==> config.mk <==
export PLATFORM = sky130hd
export DESIGN_NAME = cons_dma_responder
export DESIGN_NICKNAME = d
export VERILOG_FILES = /design/src/rtl/cons_dma_responder.sv
export SDC_FILE = /design/constraint.sdc
export NUM_CORES = 1
export LEC_CHECK = 0
export CORE_MARGIN = 10
export CORE_UTILIZATION = 37
export DETAILED_ROUTE_END_ITERATION = 10
export HOLD_SLACK_MARGIN = 0.15
export PLACE_DENSITY = 0.8
export SETUP_SLACK_MARGIN = 0.15
export SYNTH_ARGS = -nofsm -noshare
export SYNTH_HDL_FRONTEND = slang
export SYNTH_SLANG_ARGS = --single-unit
==> constraint.sdc <==
create_clock -name clk_p -period 1.74 [get_ports clk_p]
set_input_delay 0.348 -clock clk_p [delete_from_list [all_inputs] [get_ports clk_p]]
set_output_delay 0.348 -clock clk_p [all_outputs]
set_load 0.005 [all_outputs]
==> src/rtl/cons_dma_responder.sv <==
// cons_dma_responder
// Bus-side responder for the front-panel console DMA port. It takes the bus
// from the CPU (cpu_hold / cpu_hold_ack handshake), grants it to the console,
// runs one 16-bit Wishbone word transfer per console strobe, and returns the
// read data and ack. A transfer that the bus never acks is completed by a
// timeout and reported on the sticky dma_nxm flag.
//
// Ports:
//   clk_p, sys_init            clock, synchronous active-high reset
//   dma_req / dma_gnt          console bus request / grant
//   dma_adr_i, dma_dat_i,
//   dma_we_i, dma_stb_i        console transfer request (18-bit byte address)
//   dma_dat_o, dma_ack_o       console read data / transfer complete
//   dma_nxm                    sticky: last transfer timed out
//   cpu_hold / cpu_hold_ack    ask the CPU to release the bus / CPU released it
//   wb_*                       system Wishbone master port (22-bit address)
module cons_dma_responder #(
    parameter int unsigned TMO_CYCLES = 64,
    parameter int unsigned IOPAGE_MAP = 1
) (
    input  logic        clk_p,
    input  logic        sys_init,
    input  logic        dma_req,
    output logic        dma_gnt,
    input  logic [17:0] dma_adr_i,
    input  logic [15:0] dma_dat_i,
    output logic [15:0] dma_dat_o,
    input  logic        dma_stb_i,
    input  logic        dma_we_i,
    output logic        dma_ack_o,
    output logic        dma_nxm,
    output logic        cpu_hold,
    input  logic        cpu_hold_ack,
    output logic [21:0] wb_adr_o,
    output logic [15:0] wb_dat_o,
    input  logic [15:0] wb_dat_i,
    output logic        wb_we_o,
    output logic [1:0]  wb_sel_o,
    output logic        wb_cyc_o,
    output logic        wb_stb_o,
    input  logic        wb_ack_i
);

    typedef enum logic [2:0] {
        S_IDLE,
        S_HOLD,
        S_GRANT,
        S_XFER,
        S_RESP
    } state_t;

    // Counter starts one below the budget so the forced completion lands
    // exactly TMO_CYCLES edges after the strobe rises.
    localparam logic [7:0] TMO_LOAD = 8'(TMO_CYCLES - 1);

    state_t      state_q, state_d;
    logic        cpu_hold_q, cpu_hold_d;
    logic        dma_gnt_q, dma_gnt_d;
    logic        wb_cyc_q, wb_cyc_d;
    logic [21:0] adr_q, adr_d;
    logic [15:0] wdat_q, wdat_d;
    logic        we_q, we_d;
    logic [7:0]  cnt_q, cnt_d;
    logic [15:0] dma_dat_q, dma_dat_d;
    logic        dma_ack_q, dma_ack_d;
    logic        nxm_q, nxm_d;

    logic [21:0] map_adr;
    logic        adr_unused;

    // Byte address bit 0 is meaningless for word transfers.
    assign adr_unused = dma_adr_i[0];

    // The top 8 KB of the 18-bit space is the I/O page; relocate it to the
    // top of the 22-bit space so devices decode the same way as CPU cycles.
    always_comb begin
        map_adr = {4'b0, dma_adr_i[17:1], 1'b0};
        if ((IOPAGE_MAP != 0) && (dma_adr_i[17:13] == 5'b11111))
            map_adr = {9'b111111111, dma_adr_i[12:1], 1'b0};
    end

    always_comb begin
        state_d    = state_q;
        cpu_hold_d = cpu_hold_q;
        dma_gnt_d  = dma_gnt_q;
        wb_cyc_d   = wb_cyc_q;
        adr_d      = adr_q;
        wdat_d     = wdat_q;
        we_d       = we_q;
        cnt_d      = cnt_q;
        dma_dat_d  = dma_dat_q;
        dma_ack_d  = dma_ack_q;
        nxm_d      = nxm_q;
        case (state_q)
            S_IDLE: begin
                if (dma_req) begin
                    cpu_hold_d = 1'b1;
                    state_d    = S_HOLD;
                end
            end
            S_HOLD: begin
                // Abort wins if the console gives up in the same cycle the CPU acks.
                if (!dma_req) begin
                    cpu_hold_d = 1'b0;
                    state_d    = S_IDLE;
                end else if (cpu_hold_ack) begin
                    dma_gnt_d = 1'b1;
                    state_d   = S_GRANT;
                end
            end
            S_GRANT: begin
                if (dma_stb_i) begin
                    adr_d    = map_adr;
                    wdat_d   = dma_we_i ? dma_dat_i : 16'o0;
                    we_d     = dma_we_i;
                    wb_cyc_d = 1'b1;
                    cnt_d    = TMO_LOAD;
                    state_d  = S_XFER;
                end else if (!dma_req) begin
                    dma_gnt_d  = 1'b0;
                    cpu_hold_d = 1'b0;
                    state_d    = S_IDLE;
                end
            end
            S_XFER: begin
                if (wb_ack_i) begin
                    wb_cyc_d  = 1'b0;
                    if (!we_q)
                        dma_dat_d = wb_dat_i;
                    nxm_d     = 1'b0;
                    dma_ack_d = 1'b1;
                    state_d   = S_RESP;
                end else if (cnt_q == 8'd0) begin
                    wb_cyc_d  = 1'b0;
                    dma_dat_d = 16'o0;
                    nxm_d     = 1'b1;
                    dma_ack_d = 1'b1;
                    state_d   = S_RESP;
                end else begin
                    cnt_d = cnt_q - 8'd1;
                end
            end
            S_RESP: begin
                // Ack is a level held until the console drops its strobe.
                if (!dma_stb_i) begin
                    dma_ack_d = 1'b0;
                    state_d   = S_GRANT;
                end
            end
            default: state_d = S_IDLE;
        endcase
    end

    always_ff @(posedge clk_p) begin
        if (sys_init) begin
            state_q    <= S_IDLE;
            cpu_hold_q <= 1'b0;
            dma_gnt_q  <= 1'b0;
            wb_cyc_q   <= 1'b0;
            adr_q      <= '0;
            wdat_q     <= '0;
            we_q       <= 1'b0;
            cnt_q      <= '0;
            dma_dat_q  <= '0;
            dma_ack_q  <= 1'b0;
            nxm_q      <= 1'b0;
        end else begin
            state_q    <= state_d;
            cpu_hold_q <= cpu_hold_d;
            dma_gnt_q  <= dma_gnt_d;
            wb_cyc_q   <= wb_cyc_d;
            adr_q      <= adr_d;
            wdat_q     <= wdat_d;
            we_q       <= we_d;
            cnt_q      <= cnt_d;
            dma_dat_q  <= dma_dat_d;
            dma_ack_q  <= dma_ack_d;
            nxm_q      <= nxm_d;
        end
    end

    assign dma_gnt   = dma_gnt_q;
    assign cpu_hold  = cpu_hold_q;
    assign dma_dat_o = dma_dat_q;
    assign dma_ack_o = dma_ack_q;
    assign dma_nxm   = nxm_q;
    assign wb_adr_o  = adr_q;
    assign wb_dat_o  = wdat_q;
    assign wb_we_o   = we_q;
    assign wb_cyc_o  = wb_cyc_q;
    assign wb_stb_o  = wb_cyc_q;
    assign wb_sel_o  = wb_cyc_q ? 2'b11 : 2'b00;

endmodule

==> impl_summary.txt <==
----------------------------------------------------
[STA]
  Maximum operating frequency ... 584 MHz
  Slew Limit Fails ... 0
  Final setup fails ... 0
  Final hold slack ... roughly 0.45 ns
  Final critical-path share of the clock period ... approximately 98%
  Clock period minus final worst setup slack ... 1.71 ns
  Final-report hold violation count ... 0
  Clk_skew ... 0.0109 ns
  RSZ-0062 raised after global routing ... yes

[Yosys]
  Synth area leader ... sky130_fd_sc_hd__dfxtp_1
  Dominant synthesized flop cell ... sky130_fd_sc_hd__dfxtp_1
  Synth cell types ... 44
  Mapped Nets ... 327
  EDFF count, synth ... 0
  Synth top area share ... between 50 and 60%
  Yosys warning total ... 0
  Dominant cells by area after synthesis ... sky130_fd_sc_hd__dfxtp_1 (52%), sky130_fd_sc_hd__a22o_1 (11%), sky130_fd_sc_hd__nand2_1 (5.7%)
  Flop and latch count out of synthesis ... 67
  Post-synthesis async set-or-reset flop share ... 0%
  Post-synthesis instance total ... 268
  Seq/Total Area, Yosys ... about 52%
  Post-Synthesis Cell Area ... 2590 um2
  Syn_area_per_cell ... 9.65 um2

[Power and ir drop]
  Switch share ... 28.1%
  Power share of the clock group ... 31.7%
  Worst voltage drop across the vdd grid ... roughly 0.0006 V
  Leakage power summed over all cells ... 0.00208 uW
  Power per cell area ... 894 nW/um2
  Sequential share of power ... 43.0%
  Internal power ... about 2900 uW
  Switching Power ... 1120 uW
  Logic gate share of total power ... 25.3%
  Power, Total ... about 4000 uW

[Critical path]
  Critical Path AT ... about 1.9 ns
  Critical R2R Capture ... dma_dat_o[7]
  Reg2reg setup slack ... 0.03 ns
  Number of cells on the worst reg-to-reg path ... 6
  Maximum fanout along the worst path ... 16
  Launch point of the worst reg-to-reg path ... cnt_q[0]
  Classification of the worst setup path ... register to register
  Critical path data required time ... approximately 2.0 ns
  Kind of end point of the critical path ... register
  Startpoint kind of the worst setup timing path ... register

[Clock tree]
  Maximum level of the CTS H-tree ... 3
  Clock Path Buffers ... 2
  CTS clock-pin slew for the worst setup and hold paths ... 0.07 ns
  Inserted Clock Buffers ... 9
  Clock tree root buffer cell ... sky130_fd_sc_hd__clkbuf_8
  CTS tree ... done
  Clk sinks ... between 60 and 70
  Insertion delay to the later sink of the worst-skew pair ... about 0.34 ns

[Drt]
  Drt initial violations ... 72
  Overall routed net length ... 8.25 mm
  Count of vias placed by the detailed router ... 2560
  Antenna-violating nets left ... 0
  Number of detailed-route iterations in the first pass ... 4
  Post-route DRC violation count ... 0
  Via-to-Cell Ratio ... 5.02
  Detail-routed net length per standard cell ... 16.2 um

[Finish]
  Number of antenna diodes ... 0
  Share of cells above drive strength 1 ... 20.8%
  Synth-to-layout area growth ... 71.7%
  Area occupied by multi-input gates ... roughly 1200 um2
  Total of fill cells in the finished design ... between 500 and 600
  Area used by sequential logic in the layout ... 1360 um2
  Final #Nets ... 468

[Placement]
  Port-buffer cells ... 117
  Dpl hpwl ... 6.14 mm
  Placer congestion estimate ... 0.836

[Outcome]
  Result of the run ... finished, final reports clean

[Floorplanning]
  Standard-cell row count ... 30
  Overall die area ... around 11000 um2
  Floorplan core area ... between 6000 and 7000 um2
  Die width ... 104 um
  Top Ports ... 120
  Initial Util ... 38.1%
  Die Ht ... 104 um

[Worst hold path]
  Min-Delay Path Class ... register to register
  Terminating pin of the worst hold path ... wb_adr_o[11]
  Hold path startpoint ... wb_adr_o[11]
  Number of cells traversed by the worst hold path ... 2

[GRT]
  Residual overflow from global routing ... 0
  Antenna violations before repair ... 0
  Wire length of the first global-routing pass ... 13.1 mm
  Pin count of the biggest net entering global routing ... 21
  Global Route Usage Sum ... 14.7%
  Via count of the first global-routing pass ... 2558

[Flow run]
  Reported max-cap violation count ... 0

----------------------------------------------------
## through the flow
step           worst slack [ns]  util (%)  instance area (um2)  instances  setup TNS, ns
2_1_floorplan            0.0590         -                 2630        268              0
3_3_place_gp             -0.171      59.3                 4030        484          -5.84
3_5_place_dp             -0.228      59.3                 4030        484          -7.26
4_1_cts                  0.0302      62.8                 4270        503              0
5_1_grt                 -0.0265      65.4                 4440        510         -0.235
6_report                 0.0282      65.4                 4440        510              0
## layer usage
layer / vias to the layer above / GRT usage (%) / share of wire, %
met4: 0 / 4.84 / 1.1
li1: 1247 / - / -
met5: - / 0 / 0
met2: 99 / 24.2 / 48
met3: 10 / 6.51 / 7.8
met1: 1204 / 16.4 / 43
## worst max-delay path, stage by stage, from the launching register on
cell and delay (ns):
sky130_fd_sc_hd__dfxtp_2 0.33, sky130_fd_sc_hd__inv_2 0.08, sky130_fd_sc_hd__ha_4 0.13, sky130_fd_sc_hd__or3b_4 0.39, sky130_fd_sc_hd__o31ai_4 0.29, sky130_fd_sc_hd__a21oi_4 0.17
sky130_fd_sc_hd__a22o_1 0.21
## sequential cells by signal, summed over array words and instances (netlist names)
name and flops:
cnt_q 8, cpu_hold 1, dma_ack_o 1, dma_dat_o 16, dma_gnt 1, dma_nxm 1
state_q 3, wb_adr_o 18, wb_cyc_o 1, wb_dat_o 16, wb_we_o 1
## area by class of cell
cell class,count,share of cell area (%)
Tap cell,96,2.70
Multi-Input combinational cell,173,27.0
Sequential cell,67,30.5
Inverter,4,0.338
Clock buffer,10,2.87
Timing Repair Buffer,154,35.1
Clock inverter,6,1.49
## Yosys cell counts, types with 3 or more instances
library cell,instances
sky130_fd_sc_hd__o21ai_0,7
sky130_fd_sc_hd__dfxtp_1,67
sky130_fd_sc_hd__buf_2,6
sky130_fd_sc_hd__a22o_1,32
sky130_fd_sc_hd__nand3b_1,3
sky130_fd_sc_hd__a311oi_1,3
sky130_fd_sc_hd__nor3_1,4
sky130_fd_sc_hd__nor2_1,9
sky130_fd_sc_hd__a21oi_1,26
sky130_fd_sc_hd__inv_1,4
sky130_fd_sc_hd__buf_4,7
sky130_fd_sc_hd__nand2_1,39
sky130_fd_sc_hd__clkbuf_1,10
sky130_fd_sc_hd__nor3b_1,3
sky130_fd_sc_hd__a211oi_1,8
## worst max path at each step
stage / from / to / slack [ns]
floorplan: cnt_q[1] / dma_dat_o[10] / 0.06
global placement: dma_stb_i / wb_dat_o[2] / -0.17
detailed placement: dma_stb_i / cnt_q[0] / -0.23
CTS: cnt_q[0] / dma_dat_o[7] / 0.03
global route: cnt_q[0] / cnt_q[7] / -0.03
finish: cnt_q[0] / dma_dat_o[7] / 0.03
## power groups by stage
stage | Sequential [uW] | Combinational [uW] | Clock [uW]
floorplan | 1730 | 449 | 0
detailed placement | 1740 | 903 | 0
finish | 1710 | 1000 | 1260
global placement | 1730 | 878 | 0
CTS | 1710 | 926 | 1310
global route | 1720 | 1090 | 1380
## repair_timing
action | 4_1_cts | 5_1_grt
pin swaps | 3 | 8
hold endpoints to repair | 0 | 0
hold buffers | 0 | 0
setup endpoints to repair | 35 | 73
buffers inserted | 3 | 7
gates resized for setup | 9 | 40
## layout by cell type (no fill, tap or decap), types with 4 or more instances in the layout
cell type,count
sky130_fd_sc_hd__a211oi_1,4
sky130_fd_sc_hd__dlymetal6s2s_1,24
sky130_fd_sc_hd__nor2_1,8
sky130_fd_sc_hd__a211oi_2,4
sky130_fd_sc_hd__buf_4,30
sky130_fd_sc_hd__a22o_1,32
sky130_fd_sc_hd__a21oi_1,26
sky130_fd_sc_hd__clkbuf_8,9
sky130_fd_sc_hd__dfxtp_1,57
sky130_fd_sc_hd__o21ai_0,6
sky130_fd_sc_hd__buf_6,4
sky130_fd_sc_hd__dfxtp_2,9
sky130_fd_sc_hd__nand2_1,39
sky130_fd_sc_hd__clkdlybuf4s50_1,92
sky130_fd_sc_hd__nor3_1,4
## kinds of logic after synthesis
kind of cell | share of synthesized area, %
XOR/XNOR | 0.339
multiplexers | 0.387
AND/OR/NAND/NOR | 17.3
AO/OA/AOI/OAI | 23.4
buffers and inverters | 5.66
flip-flops | 51.8
other | 0.145
adder cells (fa/ha/maj) | 0.967
Note: power is estimated with default switching activity, not from simulation.
